**src/rtl/sdram_sched_pkg.sv**
```systemverilog
// ---------------------------------------------------------------------------
// sdram_sched_pkg
// Shared definitions for the SDRAM stream scheduler:
//   - command type codes driven on cmd_type
//   - scheduler state encoding
//   - default geometry (word address width, burst length)
// ---------------------------------------------------------------------------
package sdram_sched_pkg;

  localparam int DEF_ADDR_W = 24;   // 2 bank + 13 row + 9 col
  localparam int DEF_BURST  = 256;  // words per read/write command

  localparam logic [1:0] CMD_WRITE   = 2'd0;
  localparam logic [1:0] CMD_READ    = 2'd1;
  localparam logic [1:0] CMD_REFRESH = 2'd2;

  typedef enum logic [1:0] {
    IDLE  = 2'd0,
    ISSUE = 2'd1,
    WAIT  = 2'd2
  } state_t;

endpackage

```
**src/rtl/sdram_ring_ptr.sv**
```systemverilog
// ---------------------------------------------------------------------------
// sdram_ring_ptr
// Ring-buffer bookkeeping for the SDRAM: write pointer, read pointer and the
// number of words currently stored. Pointers advance by one burst per
// committed command and wrap modulo 2^ADDR_W.
// Ports:
//   CLK48M, RESET       clock, asynchronous active-low reset
//   commit_wr           a WRITE burst completed (advance wr_ptr, level up)
//   commit_rd           a READ burst completed (advance rd_ptr, level down)
//   wr_ptr, rd_ptr      next burst start addresses
//   level               stored words, 0 .. 2^ADDR_W
//   can_write           room for one more burst
//   can_read            at least one full burst stored
// ---------------------------------------------------------------------------
module sdram_ring_ptr
  import sdram_sched_pkg::*;
#(
  parameter int ADDR_W = DEF_ADDR_W,
  parameter int BURST  = DEF_BURST
) (
  input  logic              CLK48M,
  input  logic              RESET,
  input  logic              commit_wr,
  input  logic              commit_rd,
  output logic [ADDR_W-1:0] wr_ptr,
  output logic [ADDR_W-1:0] rd_ptr,
  output logic [ADDR_W:0]   level,
  output logic              can_write,
  output logic              can_read
);

  localparam logic [ADDR_W-1:0] PTR_STEP   = ADDR_W'(BURST);
  localparam logic [ADDR_W:0]   LVL_STEP   = (ADDR_W+1)'(BURST);
  localparam logic [ADDR_W:0]   LVL_FULL   = {1'b1, {ADDR_W{1'b0}}};
  localparam logic [ADDR_W:0]   LVL_WR_MAX = LVL_FULL - LVL_STEP;

  logic [ADDR_W-1:0] r_wr_ptr;
  logic [ADDR_W-1:0] r_rd_ptr;
  logic [ADDR_W:0]   r_level;

  // Only one command is ever outstanding, so the two commits are exclusive
  // and level can neither overflow nor underflow given the can_* gating.
  always_ff @(posedge CLK48M or negedge RESET) begin
    if (!RESET) begin
      r_wr_ptr <= '0;
      r_rd_ptr <= '0;
      r_level  <= '0;
    end else if (commit_wr) begin
      r_wr_ptr <= r_wr_ptr + PTR_STEP;
      r_level  <= r_level + LVL_STEP;
    end else if (commit_rd) begin
      r_rd_ptr <= r_rd_ptr + PTR_STEP;
      r_level  <= r_level - LVL_STEP;
    end
  end

  assign wr_ptr    = r_wr_ptr;
  assign rd_ptr    = r_rd_ptr;
  assign level     = r_level;
  assign can_write = (r_level <= LVL_WR_MAX);
  assign can_read  = (r_level >= LVL_STEP);

endmodule

```
**src/rtl/sdram_stream_scheduler.sv**
```systemverilog
// ---------------------------------------------------------------------------
// sdram_stream_scheduler
// Arbitrates the SDRAM controller's single command port between refresh,
// write bursts (generator FIFO -> SDRAM) and read bursts (SDRAM -> readback
// FIFO). SDRAM is used as a ring buffer tracked by sdram_ring_ptr.
// Ports:
//   CLK48M, RESET        clock, asynchronous active-low reset
//   enable               permits new write bursts
//   wr_usedw, wr_full    generator-side FIFO level / full flag
//   rd_free              free words in readback FIFO
//   ref_req              one-cycle refresh-due pulse
//   cmd_req/type/addr    command to controller, held until cmd_ack
//   cmd_ack, cmd_done    controller accept / completion pulses
//   level                words stored in SDRAM
//   busy                 scheduler not in IDLE
//   overflow, ref_miss   sticky error flags
// ---------------------------------------------------------------------------
module sdram_stream_scheduler
  import sdram_sched_pkg::*;
#(
  parameter int ADDR_W    = DEF_ADDR_W,
  parameter int BURST     = DEF_BURST,
  parameter int FIFO_AW   = 10,
  parameter int WR_URGENT = 768
) (
  input  logic               CLK48M,
  input  logic               RESET,
  input  logic               enable,
  input  logic [FIFO_AW-1:0] wr_usedw,
  input  logic               wr_full,
  input  logic [FIFO_AW-1:0] rd_free,
  input  logic               ref_req,
  output logic               cmd_req,
  output logic [1:0]         cmd_type,
  output logic [ADDR_W-1:0]  cmd_addr,
  input  logic               cmd_ack,
  input  logic               cmd_done,
  output logic [ADDR_W:0]    level,
  output logic               busy,
  output logic               overflow,
  output logic               ref_miss
);

  localparam logic [FIFO_AW-1:0] BURST_F  = FIFO_AW'(BURST);
  localparam logic [FIFO_AW-1:0] URGENT_F = FIFO_AW'(WR_URGENT);

  state_t            r_state;
  logic              r_cmd_req;
  logic [1:0]        r_cmd_type;
  logic [ADDR_W-1:0] r_cmd_addr;
  logic              r_ref_pend;
  logic              r_ref_miss;
  logic              r_overflow;
  logic              r_last_wr;

  logic [ADDR_W-1:0] w_wr_ptr;
  logic [ADDR_W-1:0] w_rd_ptr;
  logic [ADDR_W:0]   w_level;
  logic              w_can_write;
  logic              w_can_read;
  logic              w_w_ok;
  logic              w_r_ok;
  logic              w_pick_wr;
  logic              w_ref_ack;
  logic              w_commit_wr;
  logic              w_commit_rd;

  sdram_ring_ptr #(
    .ADDR_W (ADDR_W),
    .BURST  (BURST)
  ) u_ring (
    .CLK48M    (CLK48M),
    .RESET     (RESET),
    .commit_wr (w_commit_wr),
    .commit_rd (w_commit_rd),
    .wr_ptr    (w_wr_ptr),
    .rd_ptr    (w_rd_ptr),
    .level     (w_level),
    .can_write (w_can_write),
    .can_read  (w_can_read)
  );

  assign w_w_ok = enable && (wr_usedw >= BURST_F) && w_can_write;
  assign w_r_ok = w_can_read && (rd_free >= BURST_F);

  // Urgent fill level forces a write; otherwise alternate when both are
  // eligible so neither direction starves.
  assign w_pick_wr = w_w_ok && ((wr_usedw >= URGENT_F) || !w_r_ok || !r_last_wr);

  assign w_ref_ack   = (r_state == ISSUE) && cmd_ack && (r_cmd_type == CMD_REFRESH);
  assign w_commit_wr = (r_state == WAIT) && cmd_done && (r_cmd_type == CMD_WRITE);
  assign w_commit_rd = (r_state == WAIT) && cmd_done && (r_cmd_type == CMD_READ);

  always_ff @(posedge CLK48M or negedge RESET) begin
    if (!RESET) begin
      r_state    <= IDLE;
      r_cmd_req  <= 1'b0;
      r_cmd_type <= CMD_WRITE;
      r_cmd_addr <= '0;
      r_ref_pend <= 1'b0;
      r_ref_miss <= 1'b0;
      r_overflow <= 1'b0;
      r_last_wr  <= 1'b0;
    end else begin
      if (ref_req && r_ref_pend)
        r_ref_miss <= 1'b1;
      // A new refresh request wins over clearing on acceptance.
      if (ref_req)
        r_ref_pend <= 1'b1;
      else if (w_ref_ack)
        r_ref_pend <= 1'b0;

      if (enable && wr_full)
        r_overflow <= 1'b1;

      case (r_state)
        IDLE: begin
          if (r_ref_pend) begin
            r_cmd_type <= CMD_REFRESH;
            r_cmd_addr <= '0;
            r_cmd_req  <= 1'b1;
            r_state    <= ISSUE;
          end else if (w_pick_wr) begin
            r_cmd_type <= CMD_WRITE;
            r_cmd_addr <= w_wr_ptr;
            r_cmd_req  <= 1'b1;
            r_state    <= ISSUE;
          end else if (w_r_ok) begin
            r_cmd_type <= CMD_READ;
            r_cmd_addr <= w_rd_ptr;
            r_cmd_req  <= 1'b1;
            r_state    <= ISSUE;
          end
        end
        ISSUE: begin
          if (cmd_ack) begin
            r_cmd_req <= 1'b0;
            r_state   <= WAIT;
          end
        end
        WAIT: begin
          if (cmd_done) begin
            r_state <= IDLE;
            if (r_cmd_type == CMD_WRITE)
              r_last_wr <= 1'b1;
            else if (r_cmd_type == CMD_READ)
              r_last_wr <= 1'b0;
          end
        end
        default: r_state <= IDLE;
      endcase
    end
  end

  assign cmd_req  = r_cmd_req;
  assign cmd_type = r_cmd_type;
  assign cmd_addr = r_cmd_addr;
  assign level    = w_level;
  assign busy     = (r_state != IDLE);
  assign overflow = r_overflow;
  assign ref_miss = r_ref_miss;

endmodule

```
**config.mk**
```make
export PLATFORM = sky130hd
export DESIGN_NAME = sdram_stream_scheduler
export DESIGN_NICKNAME = d
export VERILOG_FILES = /design/src/rtl/sdram_sched_pkg.sv /design/src/rtl/sdram_ring_ptr.sv /design/src/rtl/sdram_stream_scheduler.sv
export SDC_FILE = /design/constraint.sdc
export NUM_CORES = 1
export LEC_CHECK = 0
export BUFFER_PORTS_ARGS = -buffer_cell sky130_fd_sc_hd__buf_4
export CAP_MARGIN = 5
export CORE_MARGIN = 1
export CORE_UTILIZATION = 57
export CTS_BUF_LIST = sky130_fd_sc_hd__clkbuf_4
export CTS_CLUSTER_SIZE = 10
export DETAILED_ROUTE_END_ITERATION = 8
export MAX_ROUTING_LAYER = met4
export PLACE_DENSITY_LB_ADDON = 0.05
export RECOVER_POWER = 50
export SETUP_SLACK_MARGIN = 0.02
export SLEW_MARGIN = 0
export SYNTH_ARGS = -nofsm -noshare
export SYNTH_HDL_FRONTEND = slang
export SYNTH_SLANG_ARGS = --single-unit
```
**constraint.sdc**
```tcl
create_clock -name CLK48M -period 2.7 [get_ports CLK48M]
set_input_delay 0.27 -clock CLK48M [delete_from_list [all_inputs] [get_ports CLK48M]]
set_output_delay 0.27 -clock CLK48M [all_outputs]
set_load 0.03 [all_outputs]
```
==> summary.txt <==
Die
  • Core Area: 6790 um^2
  • Die width: between 80 and 90 um
  • # IOs: 82
  • Initial core utilization: 59.0%
  • Row cnt: 30
  • Die Y: between 80 and 90 um
  • Die Area: 7380 um^2

Global route
  • Overflow after GRT: 0
  • Global Route Usage Sum: between 20% and 30%
  • Pin count of the biggest net entering global routing: 75
  • Vias in the first global route: slightly below 3000
  • Initial antenna violation count: 0
  • First-pass GRT wire length: approximately 14000 um

Clock network
  • CTS tree: yes
  • Reg clk slew, reported paths: about 0.13 ns
  • Clock Tree Root: clkbuf_4
  • H-tree Lvls: 3
  • Clock sink count: 74
  • Clk buf depth: 2
  • Clk_lat worst skew: ~0.43 ns
  • Number of buffers created by CTS: 9

Routing
  • WL final: 8650 um
  • Vias: 3052
  • DR DRC count: 0
  • 1st-iter DRT viols: 176
  • Via-per-instance ratio: 5.53
  • 1st-pass router iterations: 4
  • Post-route antenna net violation count: 0
  • DR WL/cell: 15.7 um

Layout
  • Synth-to-layout area growth: 16.1%
  • # diodes: 0
  • Fill cells: approximately 560
  • Final core occ: between 60% and 70%
  • Final Non-Filler Cells: 552
  • Register Area: 1850 um^2
  • Layout cells sized above 1: a little under a quarter
  • Commonest non-fill, non-tap cell in the layout: dfrtp_1
  • Final #Nets: 484
  • Multi-input logic area: 1900 um^2
  • Most frequent cells in the layout: dfrtp_1 (74), buf_4 (56), xnor2_1 (29)
  • Final Instance Area: between 4000 and 5000 um^2

Run status
  • Status: complete, but fails checks
  • Failing checks: max-capacitance violations, max-slew violations

Place
  • Port Buffers: 49
  • Detail Placement HPWL: 6130 um
  • Placer Congestion: roughly 0.86
  • Cells after DPL: 534
  • Cell Area, Placed: 4510 um^2

Worst setup path
  • Critical path class: reg2reg
  • CP Data Required Time: about 3 ns
  • Setup crit end kind: register
  • Critical path data arrival time: 2.81 ns
  • CP startpoint kind: register
  • Critical path peak fanout: 16

Timing
  • Slew Viols, Final: 75
  • Final min period: 2.50 ns
  • Tightest Pin Transition: 1.79 ns
  • Fmax: 400 MHz
  • RSZ-0062 raised after global routing: false
  • Final period util: 92.6%
  • Final setup fails: 0
  • Total negative slack: 0 ns
  • Fin. Hold Viols: 0
  • Hold slack: 0.0350 ns
  • Clock skew: 0.0204 ns
  • Slew Limit Headroom: -19.5%

Synth
  • Synthesized flop and latch total: 74
  • Post-synthesis mux area share: 0.561%
  • Compound-gate portion of the synthesized area: 14.2%
  • Post-Syn Area per Cell: 10.5 um^2
  • Synthesized area: 4010 um^2
  • Post-synth ARST share: 100%
  • Main flop type after synthesis: dfrtp_1
  • Synth Area in Adders: 1.87%
  • Post-synthesis sequential area ratio: 46.2%
  • Post-synth EDFFs: 0
  • Syn Inst Count: 382
  • Post-synthesis xor/xnor area fraction: between 10% and 20%
  • Synth warn: 0
  • Synth cell types: 56
  • Main combinational cell family by area after synthesis: simple AND/OR/NAND/NOR gates
  • Simple-gate area share of the yosys netlist: 19.1%

Power
  • VDD IR-drop max: 0.566 mV
  • Lkg Pwr: 2.11 nW
  • PwrDens: approximately 860 nW/um^2

Worst hold path
  • Hold Crit Class: in2reg

Run
  • Max Cap Viol: 1
==> Yosys cell counts, types with 2 or more instances <==
master | n | share of area, %
dfrtp_1 | 74 | 46
xnor2_1 | 29 | 6.3
nand2_1 | 25 | 2.3
inv_1 | 22 | 2.1
and2_1 | 21 | 3.3
nor2_1 | 20 | 1.9
buf_4 | 18 | 3.4
xor2_1 | 17 | 3.7
a211oi_1 | 16 | 3.0
a221o_2 | 15 | 4.2
nand4_1 | 12 | 1.9
a21oi_1 | 10 | 1.2
o21ai_0 | 10 | 1.2
nand3_1 | 9 | 1.1
and3_1 | 8 | 1.2
nor3_1 | 7 | 0.87
clkbuf_1 | 6 | 0.56
ha_1 | 6 | 1.9
a21o_1 | 5 | 0.94
and4_1 | 4 | 0.87
buf_6 | 4 | 1.1
nand3b_1 | 3 | 0.56
a22oi_1 | 2 | 0.37
clkbuf_2 | 2 | 0.25
mux2_2 | 2 | 0.56
nand2b_1 | 2 | 0.31
nor3b_1 | 2 | 0.37
o221ai_2 | 2 | 0.75
or4b_1 | 2 | 0.50
==> layout make-up <==
cell class              count  share of cell area (%)
clock inverters             7                    2.66
repair buffers             75                    11.1
well taps                  96                    2.58
clock buffers               9                    1.45
inverters                  22                    1.77
multi-input cells         269                    40.7
flip-flops and latches     74                    39.8
==> worst paths after layout <==
kind	start	endpoint	slack (ns)	depth (start not counted)
max in group asynchronous	RESET	u_ring.level[24]$_DFFE_PN0P_	0.78	2
hold / removal	ref_req	r_ref_pend$_DFFE_PN0P_	0.03	2
min in group asynchronous	RESET	r_state[1]$_DFFE_PN0P_	0.86	2
setup reg to reg	u_ring.level[9]$_DFFE_PN0P_	cmd_addr[13]$_DFFE_PN0P_	0.20	10
setup / recovery	u_ring.level[9]$_DFFE_PN0P_	cmd_addr[13]$_DFFE_PN0P_	0.20	10
hold reg to reg	ref_miss$_DFFE_PN0P_	ref_miss$_DFFE_PN0P_	0.47	1
==> per-stage QoR <==
stage / total power, mW / setup slack (ns)
final: 4.00 / 0.200
after global routing: 4.21 / 0.0323
after CTS: 4.03 / 0.0950
after detailed placement: 3.11 / 0.188
after global placement: 3.07 / 0.204
after floorplan: 2.56 / 0.111
==> what timing repair did <==
item,4_1_cts,5_1_grt
endpoints found under the setup margin,0,16
buffers inserted,0,1
gates resized for setup,0,1
hold buffers,1,0
hold endpoints to repair,18,0
==> kinds of logic after synthesis <==
kind of cell | count (synthesis)
compound gates | 70
xor+xnor | 46
fa+ha+maj | 6
buf+inv | 54
flops | 74
mux | 2
other cells | 1
simple gates | 129
==> critical path, cell delays in order (launching register included) <==
cell and delay (ns):
dfrtp_1 0.46, ha_1 0.27, nand4_1 0.18, nor2_1 0.06, ha_1 0.17, inv_1 0.07, nand4_1 0.10, o31a_1 0.26
buf_4 0.16, and2_2 0.27, a221o_2 0.39
==> power by group <==
part / internal [mW] / leakage [nW] / total (mW) / switching, mW
sequential: 1.28 / 0.977 / 1.47 / 0.192
clock: 0.478 / 0.0975 / 0.917 / 0.438
combinational: 0.646 / 1.04 / 1.61 / 0.965
==> sequential cells by signal (all words and copies together) (netlist names), 2 cells and up <==
| name | cells |
|---|---|
| u_ring.rd_ptr | 16 |
| u_ring.wr_ptr | 16 |
| cmd_type | 2 |
| cmd_addr | 16 |
| r_state | 2 |
| u_ring.level | 17 |
==> metal layers <==
| layer | vias to the layer above | GRT usage (%) | share of wire (%) |
|---|---|---|---|
| li1 | 1467 | - | - |
| met1 | 1515 | 35.9 | 49 |
| met2 | 61 | 38.9 | 47 |
| met3 | 9 | 3.46 | 3.1 |
| met4 | 0 | 8.33 | 1.1 |
| met5 | - | - | 0 |
Power figures use the tool's default switching activity.
